[src/rtl/io_arb_pkg.sv]
// Shared state encoding, address limit and counter width for the IO port arbiter.
package io_arb_pkg;

    typedef enum logic [1:0] {
        IDLE    = 2'd0,
        STROBE  = 2'd1,
        ACK     = 2'd2,
        RECOVER = 2'd3
    } state_t;

    localparam logic [7:0] IO_ADDR_MAX = 8'h07;
    localparam int         CNT_W       = 4;

    function automatic logic addr_in_range(input logic [7:0] addr);
        return (addr <= IO_ADDR_MAX);
    endfunction

endpackage

[src/rtl/io_port_arbiter_rr_arb2.sv]
// Two-requester round-robin grant; purely combinational, zero latency.
// No backpressure: the one-hot grant is only meaningful while en_i is high.
module rr_arb2 (
    input  logic       en_i,
    input  logic [1:0] req_i,
    input  logic       last_i,
    output logic [1:0] gnt_o
);

    // last_i = 1 means m1 won the previous arbitration, so m0 wins a tie.
    always_comb begin
        gnt_o = 2'b00;
        if (en_i) begin
            if (req_i == 2'b11) gnt_o = last_i ? 2'b01 : 2'b10;
            else                gnt_o = req_i;
        end
    end

endmodule

[src/rtl/io_port_arbiter.sv]
// Round-robin sequencer for two masters onto the 8-channel IO port; ack after S+1 cycles (1 if out of range).
// Masters hold req until their ack; a losing request simply waits, it is only sampled in IDLE.
module io_port_arbiter
    import io_arb_pkg::*;
#(
    parameter int STROBE_CYCLES   = 2,
    parameter int RECOVERY_CYCLES = 1
) (
    input  logic       clk,
    input  logic       rst,
    input  logic       m0_req,
    input  logic       m0_we,
    input  logic [7:0] m0_addr,
    input  logic [7:0] m0_wdata,
    output logic       m0_ack,
    output logic [7:0] m0_rdata,
    output logic       m0_err,
    input  logic       m1_req,
    input  logic       m1_we,
    input  logic [7:0] m1_addr,
    input  logic [7:0] m1_wdata,
    output logic       m1_ack,
    output logic [7:0] m1_rdata,
    output logic       m1_err,
    output logic [7:0] io_addr,
    output logic       io_re,
    output logic       io_we,
    output logic [7:0] io_din,
    input  logic [7:0] io_dout,
    output logic       busy
);

    localparam logic [CNT_W-1:0] STROBE_LD = CNT_W'(STROBE_CYCLES - 1);
    localparam logic [CNT_W-1:0] RECOV_LD  = CNT_W'((RECOVERY_CYCLES > 0) ? RECOVERY_CYCLES - 1 : 0);
    localparam logic [CNT_W-1:0] CNT_ONE   = CNT_W'(1);

    state_t           state_q;
    logic [CNT_W-1:0] cnt_q;
    logic             last_q;
    logic             gnt_m1_q;
    logic [7:0]       io_addr_q, io_din_q;
    logic             io_re_q, io_we_q;
    logic             m0_ack_q, m1_ack_q, m0_err_q, m1_err_q;
    logic [7:0]       m0_rdata_q, m1_rdata_q;
    logic             busy_q;

    logic [1:0]       gnt;
    logic             sel_we;
    logic [7:0]       sel_addr, sel_wdata;

    rr_arb2 u_rr_arb2 (
        .en_i   (state_q == IDLE),
        .req_i  ({m1_req, m0_req}),
        .last_i (last_q),
        .gnt_o  (gnt)
    );

    assign sel_we    = gnt[1] ? m1_we    : m0_we;
    assign sel_addr  = gnt[1] ? m1_addr  : m0_addr;
    assign sel_wdata = gnt[1] ? m1_wdata : m0_wdata;

    always_ff @(posedge clk) begin
        if (rst) begin
            state_q    <= IDLE;
            cnt_q      <= '0;
            last_q     <= 1'b1;
            gnt_m1_q   <= 1'b0;
            io_addr_q  <= 8'h00;
            io_din_q   <= 8'h00;
            io_re_q    <= 1'b0;
            io_we_q    <= 1'b0;
            m0_ack_q   <= 1'b0;
            m1_ack_q   <= 1'b0;
            m0_err_q   <= 1'b0;
            m1_err_q   <= 1'b0;
            m0_rdata_q <= 8'h00;
            m1_rdata_q <= 8'h00;
            busy_q     <= 1'b0;
        end else begin
            m0_ack_q <= 1'b0;
            m1_ack_q <= 1'b0;
            m0_err_q <= 1'b0;
            m1_err_q <= 1'b0;
            case (state_q)
                IDLE: begin
                    if (gnt != 2'b00) begin
                        last_q    <= gnt[1];
                        gnt_m1_q  <= gnt[1];
                        io_addr_q <= sel_addr;
                        io_din_q  <= sel_wdata;
                        busy_q    <= 1'b1;
                        if (addr_in_range(sel_addr)) begin
                            state_q <= STROBE;
                            io_re_q <= ~sel_we;
                            io_we_q <= sel_we;
                            cnt_q   <= STROBE_LD;
                        end else begin
                            // Out-of-range: skip the strobe and complete with an error.
                            state_q <= ACK;
                            if (gnt[1]) begin
                                m1_ack_q   <= 1'b1;
                                m1_err_q   <= 1'b1;
                                m1_rdata_q <= 8'h00;
                            end else begin
                                m0_ack_q   <= 1'b1;
                                m0_err_q   <= 1'b1;
                                m0_rdata_q <= 8'h00;
                            end
                        end
                    end
                end
                STROBE: begin
                    if (cnt_q == '0) begin
                        if (io_re_q) begin
                            if (gnt_m1_q) m1_rdata_q <= io_dout;
                            else          m0_rdata_q <= io_dout;
                        end
                        io_re_q  <= 1'b0;
                        io_we_q  <= 1'b0;
                        m0_ack_q <= ~gnt_m1_q;
                        m1_ack_q <= gnt_m1_q;
                        state_q  <= ACK;
                    end else begin
                        cnt_q <= cnt_q - CNT_ONE;
                    end
                end
                ACK: begin
                    if (RECOVERY_CYCLES == 0) begin
                        state_q <= IDLE;
                        busy_q  <= 1'b0;
                    end else begin
                        state_q <= RECOVER;
                        cnt_q   <= RECOV_LD;
                    end
                end
                RECOVER: begin
                    if (cnt_q == '0) begin
                        state_q <= IDLE;
                        busy_q  <= 1'b0;
                    end else begin
                        cnt_q <= cnt_q - CNT_ONE;
                    end
                end
                default: begin
                    state_q <= IDLE;
                    busy_q  <= 1'b0;
                end
            endcase
        end
    end

    assign io_addr  = io_addr_q;
    assign io_din   = io_din_q;
    assign io_re    = io_re_q;
    assign io_we    = io_we_q;
    assign m0_ack   = m0_ack_q;
    assign m1_ack   = m1_ack_q;
    assign m0_err   = m0_err_q;
    assign m1_err   = m1_err_q;
    assign m0_rdata = m0_rdata_q;
    assign m1_rdata = m1_rdata_q;
    assign busy     = busy_q;

endmodule

[config.mk]
export PLATFORM = sky130hd
export DESIGN_NAME = io_port_arbiter
export DESIGN_NICKNAME = d
export VERILOG_FILES = /design/src/rtl/io_arb_pkg.sv /design/src/rtl/io_port_arbiter_rr_arb2.sv /design/src/rtl/io_port_arbiter.sv
export SDC_FILE = /design/constraint.sdc
export NUM_CORES = 1
export LEC_CHECK = 0
export ABC_CLOCK_PERIOD_IN_PS = 2000
export CAP_MARGIN = 20
export CORE_MARGIN = 5
export CORE_UTILIZATION = 40
export CTS_CLUSTER_DIAMETER = 120
export DETAILED_ROUTE_END_ITERATION = 10
export HOLD_SLACK_MARGIN = 0.06
export PLACE_DENSITY = 0.8
export SYNTH_ARGS = -nofsm -noshare
export SYNTH_HDL_FRONTEND = slang
export SYNTH_SLANG_ARGS = --single-unit
[constraint.sdc]
create_clock -name clk -period 2 [get_ports clk]
set_clock_uncertainty 0.2 [all_clocks]
set_input_delay 0.4 -clock clk [delete_from_list [all_inputs] [get_ports clk]]
set_output_delay 0.4 -clock clk [all_outputs]
set_load 0.01 [all_outputs]
==> impl_results.md <==
* Run status: finished, violations left
* Failing checks: negative setup slack
* Worst Path Required at approximately 2.0 ns
* Top delay family on crit path: simple AND/OR/NAND/NOR gates
* Slew Limit Fails at 0
* CTS Hold Bufs at 0
* Startpoint Class: input port
* First-pass GRT wire length at between 10 and 15 mm
* Endpoints failing setup at 1
* CP max stage cell: or4_4
* Die area at a little over 0.007 mm2
* Via count at between 2000 and 2500
* Type of the tightest min-delay check: in2reg
* RSZ-0062 raised after global routing: true
* Routed WL at ~7.4 mm
* DRT antenna net count at 0
* Setup crit end kind: flip-flop
* GRT Util Overall at 19.9%
* Area contributors post-synth: dfxtp_1 (42%), mux2i_1 (13%), nand2_1 (4.7%), a211oi_1 (4.4%), nor2_1 (3.7%)
* Kind of critical path: in2reg
* Synth Flop Type: dfxtp_1
* N_diodes at 0
* Mapped Cells at ~250
* Register clock-pin slew on the reported worst setup and hold paths at ~0.090 ns
* WP buf/inv at 1
* Final hold viol count at 0
* Die height at approximately 85 um
* Clk root buf: clkbuf_8
* Die width at about 85 um
* Count leader, synth: dfxtp_1
* Mean post-synth cell area at between 9 and 10 um2
* Mapped Area at 0.00223 mm2
* Clk buf depth at 2
* TritonCTS Buffers at 5
* Arr. time, crit path at between 2 and 2.5 ns
* Post-Synthesis Net Count at 300
* Core area at about 0.0055 mm2
* Crit path largest cell delay at approximately 0.55 ns
* Grt total ovfl at 0
* Worst path cell trace: buf_6 -> or4_4 -> o211a_1 -> or4_4 -> a32o_2
* Initial DRT Pass Iterations at 4
* CTS tree: built
* CP most frequent cell: or4_4
* Final GP Congestion at 0.944
* Number of flops mapped to enable cells by yosys at 0
* HPWL after detailed placement at around 5 mm
* Synth top area share at 42.2%
* Peak VDD IR at between 0.6 and 0.7 mV
* Asr flop ratio synth at 0%
* Syn. warnings at 0
* Sequential-to-total area share from yosys stat at 42.2%
* Setup WS post-layout at -0.0648 ns
* Initial Utilization at 40.8%
* Worst-Skew Late Latency at 0.31 ns
* Largest net degree at the start of global routing at 26
* Ports at 85
* Fillcell total at 428
* Setup TNS at -0.0648 ns
* Leak Pwr at approximately 1.6 nW
* Number of global-route vias before repair at 2454
* Drt drc at 0
* Yosys reg bits at 47
* Commonest cells in the netlist: dfxtp_1 (47), mux2i_1 (30), nand2_1 (28)
* DR WL/cell at ~17 um
* Library cells used by synthesis at 43
* Number of max-cap violations at 0
* Tmin final at between 2 and 2.5 ns
* Area growth from synthesis to layout at 67.0%
* Initial DRC Count at 170
* Max frequency at 484 MHz
* Port bufs at 84
* Final core occ at a little under 70%
* Max FO, Critical Path at 3
* Clk sinks at 47
* Cell Rows at 27
* Area leader, netlist: dfxtp_1
* Drt via density at 5.47
* Tcrit/Tclk final at 103%
* CTS HTree Levels at 2
* Layout cell share with drive strength beyond 1 at 24.5%
* Hold Slack at between 0.2 and 0.25 ns
* Worst rel slew slack at 71.1%
* Pwr Density at approximately 1300 mW/mm2
* Initial antenna violation count at 0
* Worst-margin pin slew at roughly 0.42 ns
* Final #Nets at about 420
-- worst paths after layout --
path / slack [ns] / start / endpoint / cells after the start
hold reg to reg: 0.27 / m1_rdata[4] / m1_rdata[4] / 2
hold / removal: 0.21 / m1_addr[4] / io_addr[4] / 3
setup / recovery: -0.06 / m1_addr[5] / cnt_q[3] / 5
setup reg to reg: -0.03 / state_q[0] / cnt_q[3] / 6
-- metal layers --
metal | part of all wire (%) | vias to the layer above | track usage, %
met5 | 0 | - | 0
met4 | 3.1 | 0 | 9.78
met3 | 5.5 | 22 | 2.85
met2 | 51 | 96 | 35.3
met1 | 40 | 1157 | 23.2
li1 | - | 1154 | -
-- repair_timing --
action                                 CTS  global route
buffers inserted                         3             3
setup endpoints to repair               25            35
gates resized for setup                 19            31
gates cloned                             0             0
pin swaps                                6             8
endpoints found under the hold margin    0             0
-- layout by cell type, fill, tap and decap left out, types with 4 or more instances in the layout --
cell type,n
buf_12,4
buf_4,42
dlygate4sd2_1,4
nor2_1,21
clkbuf_8,6
dfxtp_2,4
inv_1,9
clkdlybuf4s50_1,74
or4_4,4
mux2i_1,30
a21oi_1,6
nand2_1,28
dfxtp_1,43
a211oi_1,13
nor3_1,6
nand3_1,13
o211ai_1,5
-- flip-flops by register name (all words and copies together) (netlist names) --
register and count:
m0_ack 1, last_q 1, gnt_m1_q 1, m0_err 1, io_re 1, io_addr 8
m0_rdata 8, m1_rdata 8, m1_err 1, io_we 1, m1_ack 1, cnt_q 4
io_din 8, state_q 2, busy 1
-- stage by stage --
stage	cells	cell area, um2	total power [mW]	worst slack (ns)
2_1_floorplan	248	2240	2.56	-0.0706
3_3_place_gp	430	3470	3.68	-0.557
4_1_cts	441	3630	4.55	-0.00733
3_5_place_dp	430	3470	3.76	-0.582
6_report	444	3730	4.80	-0.0648
5_1_grt	444	3730	5.04	-0.0799
-- tightest hold or removal path: stages --
cell and delay, ns:
clkbuf_2 0.09, nor2_1 0.12, a211oi_1 0.06
-- layout make-up --
class	count	area (um2)	share of cell area (%)
Clock buffer	6	82.6	2.22
Clock inverter	2	38.8	1.04
Inverter	11	41.3	1.11
Multi-Input combinational cell	175	1290	34.7
Sequential cell	47	946	25.4
Tap cell	72	90.1	2.42
Timing Repair Buffer	131	1230	33.1
-- where the power goes --
part	total [mW]	switching, mW	internal, mW
combinational	2.76	1.33	1.44
clock	0.754	0.342	0.411
sequential	1.28	0.117	1.16
total	4.80	1.78	3.01
-- logic make-up (layout without fill, tap and decap cells) --
family	after synthesis	in the layout	synth area share, %
adder cells (fa/ha/maj)	6	6	3.36
buffers and inverters	26	150	4.54
AND/OR/NAND/NOR	88	88	19.3
AO/OA/AOI/OAI	50	50	16.7
flip-flops	47	47	42.2
multiplexers	31	31	14.0
(Power assumes the default switching activity.)
